**src/rtl/ahb_master_bridge.sv**
```systemverilog
// CPU-to-AHB master bridge with a posted-write FIFO, a single outstanding read,
// and RETRY/SPLIT re-arbitration that gives up after a bounded number of tries.
`ifndef AHB_TRANS_BITS
`define AHB_TRANS_BITS 2
`endif
`ifndef AHB_SIZE_BITS
`define AHB_SIZE_BITS 3
`endif

module ahb_master_bridge #(
    parameter logic [3:0] SEL        = 4'h1,
    parameter int         DW         = 32,
    parameter int         WBUF_DEPTH = 4,
    parameter int         MAX_RETRY  = 3
) (
    input  logic                       clk,
    input  logic                       rst,
    input  logic                       cpu_req,
    input  logic                       cpu_write,
    input  logic [2:0]                 cpu_size,
    input  logic [31:0]                cpu_addr,
    input  logic [DW-1:0]              cpu_wdata,
    output logic                       cpu_ack,
    output logic                       cpu_rvalid,
    output logic [DW-1:0]              cpu_rdata,
    output logic                       cpu_err,
    output logic                       wbuf_empty,
    output logic                       HReq,
    output logic                       HLock,
    output logic [31:0]                HAddress,
    output logic [`AHB_TRANS_BITS-1:0] HTrans,
    output logic [`AHB_SIZE_BITS-1:0]  HSize,
    output logic                       HWrite,
    output logic [DW-1:0]              HWrite_data,
    input  logic [DW-1:0]              HRead_data,
    input  logic [1:0]                 HResp,
    input  logic                       HReady,
    input  logic                       HGrant
);
    localparam int AW    = $clog2(WBUF_DEPTH);
    localparam int MAXSZ = $clog2(DW / 8);
    localparam int RW    = $clog2(MAX_RETRY + 2);

    typedef enum logic [1:0] {S_IDLE, S_ARB, S_ADDR, S_DATA} state_t;
    state_t state, state_nx;

    logic [27:0]   f_addr [WBUF_DEPTH];
    logic [2:0]    f_size [WBUF_DEPTH];
    logic [DW-1:0] f_data [WBUF_DEPTH];
    logic [AW:0]   wr_ptr, rd_ptr;
    logic          f_empty, f_full, push, pop;

    logic          rd_pend;
    logic [27:0]   rd_addr;
    logic [2:0]    rd_size;
    logic          x_write;
    logic [27:0]   x_addr;
    logic [2:0]    x_size;
    logic [DW-1:0] x_data;
    logic [RW-1:0] retry_cnt;
    logic          rvalid_q, err_q;
    logic [DW-1:0] rdata_q;
    logic          size_bad, start, done_ok, done_err, retry;
    logic          unused_addr_hi;

    // The region nibble always comes from SEL, so the CPU's top bits are dropped.
    assign unused_addr_hi = ^cpu_addr[31:28];

    assign f_empty  = (wr_ptr == rd_ptr);
    assign f_full   = (wr_ptr[AW] != rd_ptr[AW]) &&
                      (wr_ptr[AW-1:0] == rd_ptr[AW-1:0]);
    assign size_bad = (cpu_size > 3'(MAXSZ));
    assign cpu_ack  = rst & cpu_req & ~rd_pend & (~cpu_write | ~f_full);
    assign push     = cpu_ack & cpu_write & ~size_bad;
    assign start    = (state == S_IDLE) & (~f_empty | rd_pend);
    assign pop      = (done_ok | done_err) & x_write;

    always_comb begin
        state_nx = state;
        done_ok  = 1'b0;
        done_err = 1'b0;
        retry    = 1'b0;
        unique case (state)
            S_IDLE: if (start) state_nx = S_ARB;
            S_ARB:  if (HGrant && HReady) state_nx = S_ADDR;
            S_ADDR: if (HReady) state_nx = S_DATA;
            S_DATA: begin
                if (HReady) begin
                    unique case (1'b1)
                        (HResp == 2'b00): done_ok = 1'b1;
                        (HResp == 2'b01): done_err = 1'b1;
                        default: begin
                            if (retry_cnt == RW'(MAX_RETRY)) done_err = 1'b1;
                            else retry = 1'b1;
                        end
                    endcase
                    state_nx = retry ? S_ARB : S_IDLE;
                end
            end
            default: state_nx = S_IDLE;
        endcase
    end

    always_comb begin
        HReq        = start | (state == S_ARB) | (state == S_ADDR);
        HLock       = 1'b0;
        HTrans      = '0;
        HAddress    = '0;
        HSize       = '0;
        HWrite      = 1'b0;
        HWrite_data = '0;
        if (state == S_ADDR) begin
            HTrans   = 2'b10;
            HAddress = {SEL, x_addr};
            HSize    = x_size;
            HWrite   = x_write;
        end
        if (state == S_DATA && x_write) HWrite_data = x_data;
    end

    assign wbuf_empty = rst & f_empty & ~((state != S_IDLE) & x_write);
    assign cpu_rvalid = rvalid_q;
    assign cpu_err    = err_q;
    assign cpu_rdata  = rdata_q;

    always_ff @(posedge clk) begin
        if (push) begin
            f_addr[wr_ptr[AW-1:0]] <= cpu_addr[27:0];
            f_size[wr_ptr[AW-1:0]] <= cpu_size;
            f_data[wr_ptr[AW-1:0]] <= cpu_wdata;
        end
    end

    always_ff @(posedge clk or negedge rst) begin
        if (!rst) begin
            state     <= S_IDLE;
            wr_ptr    <= '0;
            rd_ptr    <= '0;
            rd_pend   <= 1'b0;
            rd_addr   <= '0;
            rd_size   <= '0;
            x_write   <= 1'b0;
            x_addr    <= '0;
            x_size    <= '0;
            x_data    <= '0;
            retry_cnt <= '0;
            rvalid_q  <= 1'b0;
            err_q     <= 1'b0;
            rdata_q   <= '0;
        end else begin
            state    <= state_nx;
            rvalid_q <= 1'b0;
            err_q    <= 1'b0;
            rdata_q  <= '0;
            if (push) wr_ptr <= wr_ptr + 1'b1;
            if (pop) rd_ptr <= rd_ptr + 1'b1;
            // Oversized requests never reach the bus; they just bounce an error.
            if (cpu_ack && size_bad) begin
                err_q    <= 1'b1;
                rvalid_q <= ~cpu_write;
            end
            if (cpu_ack && !cpu_write && !size_bad) begin
                rd_pend <= 1'b1;
                rd_addr <= cpu_addr[27:0];
                rd_size <= cpu_size;
            end
            if (start) begin
                retry_cnt <= '0;
                if (!f_empty) begin
                    x_write <= 1'b1;
                    x_addr  <= f_addr[rd_ptr[AW-1:0]];
                    x_size  <= f_size[rd_ptr[AW-1:0]];
                    x_data  <= f_data[rd_ptr[AW-1:0]];
                end else begin
                    x_write <= 1'b0;
                    x_addr  <= rd_addr;
                    x_size  <= rd_size;
                    x_data  <= '0;
                end
            end
            if (retry) retry_cnt <= retry_cnt + 1'b1;
            if ((done_ok || done_err) && !x_write) begin
                rd_pend  <= 1'b0;
                rvalid_q <= 1'b1;
                rdata_q  <= done_ok ? HRead_data : '0;
            end
            if (done_err) err_q <= 1'b1;
        end
    end
endmodule

```
**config.mk**
```make
export PLATFORM = sky130hd
export DESIGN_NAME = ahb_master_bridge
export DESIGN_NICKNAME = d
export VERILOG_FILES = /design/src/rtl/ahb_master_bridge.sv
export SDC_FILE = /design/constraint.sdc
export NUM_CORES = 1
export LEC_CHECK = 0
export CAP_MARGIN = 10
export CORE_UTILIZATION = 40
export CTS_CLUSTER_SIZE = 28
export DETAILED_ROUTE_END_ITERATION = 8
export PLACE_DENSITY = 0.73
export SETUP_SLACK_MARGIN = 0.5
export SLEW_MARGIN = 10
export SYNTH_ARGS = -nofsm -noshare
export SYNTH_HDL_FRONTEND = slang
export SYNTH_SLANG_ARGS = --single-unit
```
**constraint.sdc**
```tcl
create_clock -name clk -period 7.82 [get_ports clk]
set_clock_uncertainty 0.1 [all_clocks]
set_input_delay 1.564 -clock clk [delete_from_list [all_inputs] [get_ports clk]]
set_output_delay 1.564 -clock clk [all_outputs]
set_load 0.02 [all_outputs]
```
==> impl_metrics.env, run 1 <==
export IMPL_synthFlopType="edfxtp_1"
export IMPL_syn_to_final_growth_pct=25.39
export IMPL_dp_cells=1482
export IMPL_end_kind="primary output"
export IMPL_vias_per_cell=5.237
export IMPL_maxSlewHeadroom=0.2611
export IMPL_core_sq_um=36870
export IMPL_vias=8154
export IMPL_grt_pass1_vias=8751
export IMPL_regArea_sq_um=11100
export IMPL_maxCapViolations=0
export IMPL_postCtsSetupBuffers=0
export IMPL_finalWirelength_um=33370
export IMPL_layout_cells_non_filler=1557
export IMPL_cellLeakagePower_uw=0.006920
export IMPL_overflow=0
export IMPL_ys_types=49
export IMPL_fp_dieW_um=196.4
export IMPL_ys_seq_area_frac=0.7339
export IMPL_crit_arrival_ps=3790
export IMPL_cp_max_fo=66
export IMPL_period_share=0.6972
export IMPL_initialDrtViolationCount=484
export IMPL_hold_slack_ps=392.0
export IMPL_gp_congestion=0.7348
export IMPL_n_fill_cell=2960
export IMPL_syn_inst=814
export IMPL_fin_util=0.5141
export IMPL_synth_area_sq_um=15120
export IMPL_post_drt_wl_per_cell_um=21.43
export IMPL_drive_gt1_frac=0.1741
export IMPL_ant_nets=0
export IMPL_preCtsSetupSlack_ps=2835
export IMPL_min_period_ps=5452
export IMPL_placementRows=70
export IMPL_crit_type="reg2out"
export IMPL_tightest_slew_ps=1108
export IMPL_syn_area_per_cell_sq_um=18.57
export IMPL_final_common_cell="edfxtp_1"
export IMPL_clkLatencyLatePin_ps=520
export IMPL_grt_pass1_wl_um=51330
export IMPL_h_tree_depth=2
export IMPL_hp_class="reg2reg"
export IMPL_finalWorstSetupSlack_ps=2368
export IMPL_finalSetupViolations=0
export IMPL_cts_root_buf="clkbuf_16"
export IMPL_die_h_um=196.4
export IMPL_tritoncts="done"
export IMPL_grtUsageTotal=0.1758
export IMPL_pwr_density_cell_nw_per_um2=354.2
export IMPL_ios=215
export IMPL_slew_viol_final=0
export IMPL_antenna_found_initial=3
export IMPL_synth_edf_count=252
export IMPL_cts_resized=0
export IMPL_required_ps=6160
export IMPL_tns_ps=0
export IMPL_clock_sinks=393
export IMPL_hold_violations=0
export IMPL_yosysWarningCount=0
export IMPL_grt_max_degree=82
export IMPL_multi_input_area_sq_um=3755
export IMPL_ys_async_sr_fraction=0.3588
export IMPL_ir_worst_vdd_mv=0.3075
export IMPL_status="completed"
export IMPL_cts_buffers=41
export IMPL_ctsHoldBuffers=0
export IMPL_drcViolationCount=0
export IMPL_die_area_sq_um=38580
export IMPL_hpwlAfterDp_um=18280
export IMPL_clk_path_buf_depth=3
export IMPL_ys_ff_latch=393
export IMPL_max_freq_mhz=183.4
export IMPL_layout_common_cells="252 x edfxtp_1, 204 x clkdlybuf4s50_1, 139 x dfrtp_1"
export IMPL_critPathLaunchType="flip-flop"
export IMPL_initial_utilization=0.4100
export IMPL_dr_pass1_iters=7
export IMPL_rsz0062_at_grt="no"
export IMPL_finalNetCount=1139
export IMPL_clk_pin_slew_ps=60
export IMPL_io_buffers=205
[cell families after synthesis]
group,after synthesis,share of synthesized area
AOI/OAI and AO/OA,110,0.05851
xor gates and xnor gates,7,0.004552
adders and majority gates,11,0.009104
buffers and inverters,67,0.02210
DFF,393,0.7339
muxes,97,0.1191
other,1,0.0002480
and+or+nand+nor,128,0.05247
[flip-flops by register name (all words and copies together), names as in the netlist, 12 cells and up]
signal / cells
rd_addr: 28
f_size: 12
cpu_rdata: 32
f_data: 128
x_data: 32
f_addr: 112
x_addr: 28
[per-layer routing]
layer / part of all wire / GRT usage / up-vias
met5: 0.00033 / 0 / -
met1: 0.42 / 0.2283 / 4240
li1: - / - / 3582
met2: 0.49 / 0.2924 / 272
met4: 0.025 / 0.05498 / 2
met3: 0.073 / 0.04227 / 58
[final timing paths]
check	start	end	slack, ps	cells past startpoint
worst min register to register	rd_addr[23]$_DFFE_PN0P_	rd_addr[23]$_DFFE_PN0P_	390	1
max in group asynchronous	rst	x_data[5]$_DFFE_PN0P_	5310	2
min in group asynchronous	rst	x_write$_DFFE_PN0P_	980	1
worst min-delay path	rd_addr[23]$_DFFE_PN0P_	rd_addr[23]$_DFFE_PN0P_	390	1
worst max-delay path	rd_ptr[1]$_DFFE_PN0P_	wbuf_empty	2370	5
worst max register to register	rd_ptr[1]$_DFFE_PN0P_	f_data[2][6]$_DFFE_PP_	4110	4
[where the power goes]
part	switching, uW	leakage [uW]	internal [uW]
clock network	752	0.000628	1100
registers	289	0.00402	2520
logic	1020	0.00227	1030
[through the flow]
stage,power [uW],instance area [sq um]
2_1_floorplan,4171,15130
3_3_place_gp,4868,17670
3_5_place_dp,4925,17670
4_1_cts,6798,18950
5_1_grt,7040,18950
6_report,6714,18960
[Yosys cell counts, types with 9 or more instances]
library cell,number,area [sq um]
edfxtp_1,252,7567
dfrtp_1,141,3528
and2_1,67,419.2
mux4_2,63,1419
and3_1,34,212.7
a22o_1,32,280.3
o22ai_1,32,200.2
a2bb2oi_1,31,271.5
mux2_2,31,349.1
clkbuf_1,27,101.4
buf_2,19,95.09
ha_1,11,137.6
buf_4,9,67.56
inv_1,9,33.78
[final cells by class]
cell class              count  share of cell area
repair buffers            218              0.1135
multi-input cells         358              0.1981
clock inverters            16            0.008052
clock buffers              57             0.05940
diodes                      2           0.0002640
inverters                   9            0.001782
flip-flops and latches    393              0.5857
well taps                 504             0.03327
[critical path: stages (launching register included)]
cell,delay [ps]
dfrtp_4,1130
xor2_1,380
nor3_4,320
buf_4,500
and3_1,240
clkdlybuf4s50_1,680
No activity file was read; power rests on OpenSTA's default activity.
==> run 2: changes to the inputs <==
Clock period 7.82 ns to 5.1 ns, I/O delays scaled along.
==> run 2 against run 1 <==
  * Core utilization is 0.45 points higher
  * Routed wire length up 0.86%
  * Global-route usage up 0.18 points
  * Worst hold slack got worse by 63 ps
  * Flip-flop and latch count unchanged
  * Combinational power is 63% higher
  * Die area is the same
  * Largest power group unchanged
==> impl_metrics.env, run 2 (synthesis gave the netlist of run 1 again) <==
export IMPL_overflow=0
export IMPL_drcViolationCount=0
export IMPL_critPathLaunchType="flip-flop"
export IMPL_end_kind="primary output"
export IMPL_required_ps=3980
export IMPL_met3_length_um=1962
export IMPL_p_switching_uw=3214
export IMPL_design_area_sq_um=19120
export IMPL_tritoncts="done"
export IMPL_crit_chain="inv_1 -> ha_1 -> buf_4 -> and2_1 -> clkdlybuf4s50_1"
export IMPL_swShare=0.3084
export IMPL_pwr_share_seq=0.396
export IMPL_finalWirelength_um=33660
export IMPL_placementRows=70
export IMPL_initial_utilization=0.4100
export IMPL_ios=215
export IMPL_ant_nets=0
export IMPL_critPathSlowestCell="clkdlybuf4s50_1"
export IMPL_antenna_found_initial=3
export IMPL_vias=8139
export IMPL_clock_sinks=393
export IMPL_fp_dieW_um=196.4
export IMPL_crit_type="reg2out"
export IMPL_cts_root_buf="clkbuf_16"
export IMPL_post_drt_wl_per_cell_um=21.51
export IMPL_largest_register_ffs=128
export IMPL_tightest_slew_ps=1054
export IMPL_placed_area_sq_um=17780
export IMPL_hold_violations=0
export IMPL_vias_per_cell=5.201
export IMPL_grt_pass1_vias=8670
export IMPL_cpPeakStageDelay_ps=610
export IMPL_core_sq_um=36870
export IMPL_finalSetupViolations=0
export IMPL_die_h_um=196.4
export IMPL_rsz0062_at_grt="no"
export IMPL_rr_startpoint="rd_ptr[0]$_DFFE_PN0P_"
export IMPL_wl_met2_um=16610
export IMPL_io_buffers=205
export IMPL_h_tree_depth=2
export IMPL_cp_max_fo=22
export IMPL_syn_to_final_growth_pct=26.48
export IMPL_ctsHoldBuffers=0
export IMPL_p_int_uw=7209
export IMPL_hp_class="in2async"
export IMPL_cellLeakagePower_uw=0.007000
export IMPL_cts_resized=0
export IMPL_finalNetCount=1145
export IMPL_tns_ps=0
export IMPL_maxCapViolations=0
export IMPL_status="completed"
export IMPL_reg2reg_to="x_addr[20]$_DFFE_PN0P_"
export IMPL_grt_pass1_wl_um=51570
export IMPL_dr_pass1_iters=4
export IMPL_pwr_density_cell_nw_per_um2=545.1
export IMPL_drive_gt1_frac=0.1862
export IMPL_postCtsSetupBuffers=0
export IMPL_final_common_cell="edfxtp_1"
export IMPL_maxSlewHeadroom=0.2976
export IMPL_clkLatencyLatePin_ps=540
export IMPL_grt_max_degree=66
export IMPL_initialDrtViolationCount=372
export IMPL_period_share=0.7745
export IMPL_min_period_ps=3950
export IMPL_gp_congestion=0.7118
export IMPL_clk_path_buf_depth=3
export IMPL_slew_viol_final=0
export IMPL_ir_worst_vdd_mv=0.2787
export IMPL_grtUsageTotal=0.1776
export IMPL_reg2regPathDepth=5
export IMPL_max_freq_mhz=253.2
export IMPL_clk_pin_slew_ps=60
export IMPL_power_share_clock=0.284
export IMPL_hpwlAfterDp_um=19320
export IMPL_startpoint="state[0]$_DFFE_PN0P_"
export IMPL_r2r_slack_ps=2250
export IMPL_pwr_share_comb=0.320
export IMPL_cts_buffers=40
export IMPL_dr_max_layer_used="met5"
export IMPL_layout_common_cells="252 x edfxtp_1, 204 x clkdlybuf4s50_1, 139 x dfrtp_1"
export IMPL_crit_arrival_ps=2830
export IMPL_m1WireLength_um=14450
export IMPL_die_area_sq_um=38580
[run 2: changes by cell type in the layout (fill, tap and decap cells not counted), moves of 2 or more]
| cell | before | now |
|---|---|---|
| buf_12 | 0 | 4 |
| clkinv_1 | 4 | 2 |
| clkbuf_1 | 12 | 7 |
| buf_4 | 13 | 16 |
| clkinv_4 | 0 | 2 |
| inv_6 | 0 | 2 |
[run 2: final cells by class]
cell class,instances,area [sq um]
clock inverters,21,231.5
diodes,3,7.507
multi-input cells,358,3755
flip-flops and latches,393,11100
well taps,504,630.6
clock buffers,52,1107
repair buffers,225,2253
fillers,2944,17750
inverters,9,33.78
[run 2: power groups by stage]
| stage | logic [uW] | registers (uW) | clock network [uW] |
|---|---|---|---|
| after global placement | 3360 | 4170 | 0 |
| after floorplan | 2300 | 4100 | 0 |
| final | 3340 | 4130 | 2960 |
| after global routing | 3620 | 4180 | 3130 |
| after CTS | 3420 | 4130 | 3020 |
| after detailed placement | 3390 | 4180 | 0 |
[run 2: per-stage QoR]
| step | util | power (uW) | hold WS, ps | worst slack (ps) | cells |
|---|---|---|---|---|---|
| floorplan | - | 6397 | 358.5 | 556.7 | 818 |
| global placement | 0.4821 | 7528 | 371.5 | 1204 | 1489 |
| detailed placement | 0.4821 | 7574 | 382.2 | 1132 | 1489 |
| CTS | 0.5184 | 10560 | 328.7 | 1072 | 1562 |
| global route | 0.5185 | 10930 | 356.5 | 934.5 | 1563 |
| finish | 0.5186 | 10420 | 329.0 | 1150 | 1565 |
[run 2: worst max-delay path by stage]
stage / endpoint / slack [ps] / cells after the start
6_report: HAddress[0] / 1150 / 5
2_1_floorplan: f_addr[3][0]$_DFFE_PP_ / 560 / 3
3_5_place_dp: f_data[1][6]$_DFFE_PP_ / 1130 / 6
4_1_cts: HAddress[24] / 1070 / 5
3_3_place_gp: f_data[0][8]$_DFFE_PP_ / 1200 / 6
5_1_grt: HAddress[24] / 930 / 5
[run 2: critical path: cells and delay by family, from the launching register on]
family	cells	cell delay, ps
buf+inv	3	1090
fa+ha+maj	1	560
simple gates	1	200
flops	1	440
[run 2: layer usage]
metal / track usage / vias up
met3: 0.04073 / 49
met2: 0.2955 / 239
met4: 0.05093 / 4
li1: - / 3615
met1: 0.2336 / 4232
met5: 0 / -
==> run 3: changes to the inputs <==
Settings changed: PLACE_DENSITY 0.73 to 0.75.
Clock period 5.1 ns to 3.39 ns, I/O delays scaled along.
==> run 3 against run 2 <==
  * Sequential share of layout area is 0.76 points lower
  * Core utilization grew 0.70 points
  * First-iteration DRC count is 33% higher
  * Critical endpoint is now HReq
==> impl_metrics.env, run 3 (synthesis gave the netlist of run 1 again) <==
export IMPL_overflow=0
export IMPL_h_tree_depth=2
export IMPL_status="completed"
export IMPL_cp_max_fo=4
export IMPL_grt_pass1_wl_um=52390
export IMPL_clock_sinks=393
export IMPL_core_sq_um=36870
export IMPL_r2r_slack_ps=1010
export IMPL_grtUsageTotal=0.1790
export IMPL_clk_pin_slew_ps=60
export IMPL_rsz0062_at_grt="yes"
export IMPL_rr_startpoint="rd_pend$_DFFE_PN0P_"
export IMPL_startpoint="rd_ptr[1]$_DFFE_PN0P_"
export IMPL_crit_arrival_ps=2070
export IMPL_grt_pass1_vias=8957
export IMPL_slew_viol_final=0
export IMPL_clkLatencyLatePin_ps=530
export IMPL_regArea_sq_um=11110
export IMPL_io_buffers=205
export IMPL_tightest_slew_ps=1029
export IMPL_initial_utilization=0.4100
export IMPL_ios=215
export IMPL_crit_type="reg2out"
export IMPL_diodes=0
export IMPL_maxCapViolations=0
export IMPL_fp_dieW_um=196.4
export IMPL_design_area_sq_um=19380
export IMPL_cts_buffers=41
export IMPL_hold_violations=0
export IMPL_ir_worst_vdd_mv=0.5930
export IMPL_min_period_ps=2843
export IMPL_finalSetupViolations=0
export IMPL_pwr_density_cell_nw_per_um2=823.9
export IMPL_multi_input_area_sq_um=3810
export IMPL_max_freq_mhz=351.7
export IMPL_vias=8249
export IMPL_antenna_found_initial=2
export IMPL_clk_path_buf_depth=3
export IMPL_largest_register_ffs=128
export IMPL_final_common_cell="edfxtp_1"
export IMPL_vias_per_cell=5.228
export IMPL_placementRows=70
export IMPL_gp_congestion=0.7150
export IMPL_ant_nets=0
export IMPL_cts_root_buf="clkbuf_16"
export IMPL_tritoncts="done"
export IMPL_cp_endpoint="HReq"
export IMPL_initialDrtViolationCount=495
export IMPL_critPathLaunchType="flip-flop"
export IMPL_hp_class="reg2reg"
export IMPL_cellLeakagePower_uw=0.007411
export IMPL_syn_to_final_growth_pct=28.20
export IMPL_required_ps=2610
export IMPL_post_drt_wl_per_cell_um=21.34
export IMPL_die_area_sq_um=38580
export IMPL_drive_gt1_frac=0.2076
export IMPL_n_fill_cell=2944
export IMPL_reg2reg_to="f_addr[0][2]$_DFFE_PP_"
export IMPL_grt_max_degree=66
export IMPL_tns_ps=0
export IMPL_layout_common_cells="252 x edfxtp_1, 136 x dfrtp_1, 135 x clkdlybuf4s50_1"
export IMPL_dr_pass1_iters=5
export IMPL_finalNetCount=1160
export IMPL_finalWirelength_um=33680
export IMPL_hpwlAfterDp_um=19870
export IMPL_end_kind="primary output"
export IMPL_period_share=0.8388
export IMPL_maxSlewHeadroom=0.3141
export IMPL_reg2regPathDepth=5
export IMPL_drcViolationCount=0
export IMPL_placed_area_sq_um=17940
export IMPL_die_h_um=196.4
==> run 3: stage by stage <==
step             util  hold slack, ps  worst slack, ps  std cells  power, uW
2_1_floorplan       -           282.4            213.2        818       9649
3_3_place_gp   0.4867           370.5            355.7       1498      11390
3_5_place_dp   0.4867           370.7            281.7       1498      11490
4_1_cts        0.5250           378.0            271.1       1576      16090
5_1_grt        0.5256           397.0            486.2       1578      16750
6_report       0.5256           391.7            546.6       1578      15970
==> run 3: worst min-delay path by stage <==
stage	depth (start not counted)	startpoint	slack, ps	end
after floorplan	0	rst	280	cpu_err$_DFF_PN0_
after global placement	1	rst	370	cpu_rvalid$_DFF_PN0_
after detailed placement	1	rst	370	cpu_rvalid$_DFF_PN0_
after CTS	2	rst	380	cpu_rvalid$_DFF_PN0_
after global routing	2	rst	400	cpu_rvalid$_DFF_PN0_
final	1	rd_addr[22]$_DFFE_PN0P_	390	rd_addr[22]$_DFFE_PN0P_
==> run 3: per-layer routing <==
layer / share of wire / routed length (um) / up-vias / track usage
li1: - / - / 3632 / -
met1: 0.43 / 14370 / 4278 / 0.2348
met2: 0.49 / 16440 / 283 / 0.3012
met3: 0.063 / 2132 / 54 / 0.03713
met4: 0.021 / 724 / 2 / 0.05237
met5: 0.00036 / 12 / - / 0
==> run 3: final cells by class <==
| class | instances | share of cell area |
|---|---|---|
| clock inverters | 15 | 0.01072 |
| clock buffers | 60 | 0.06294 |
| multi-input cells | 358 | 0.1966 |
| inverters | 9 | 0.001743 |
| flip-flops and latches | 393 | 0.5731 |
| repair buffers | 239 | 0.1224 |
| well taps | 504 | 0.03254 |
==> run 3: worst max-delay path, stage by stage (launching register included) <==
cell and delay [ps]:
dfrtp_4 500, xor2_4 190, nor3_4 270, a21boi_4 90, or3_4 350, buf_6 140
==> run 3: where the power goes <==
part	internal, uW	switching, uW
combinational	2380	2680
sequential	5820	419
clock	2880	1790
==> run 3: repair_timing <==
item / CTS / global route
gates cloned: 0 / 0
resized for setup: 82 / 12
endpoints found under the hold margin: 1 / 0
hold buffers: 1 / 0
setup endpoints to repair: 69 / 7
buffers inserted: 2 / 2
pin swaps: 1 / 2
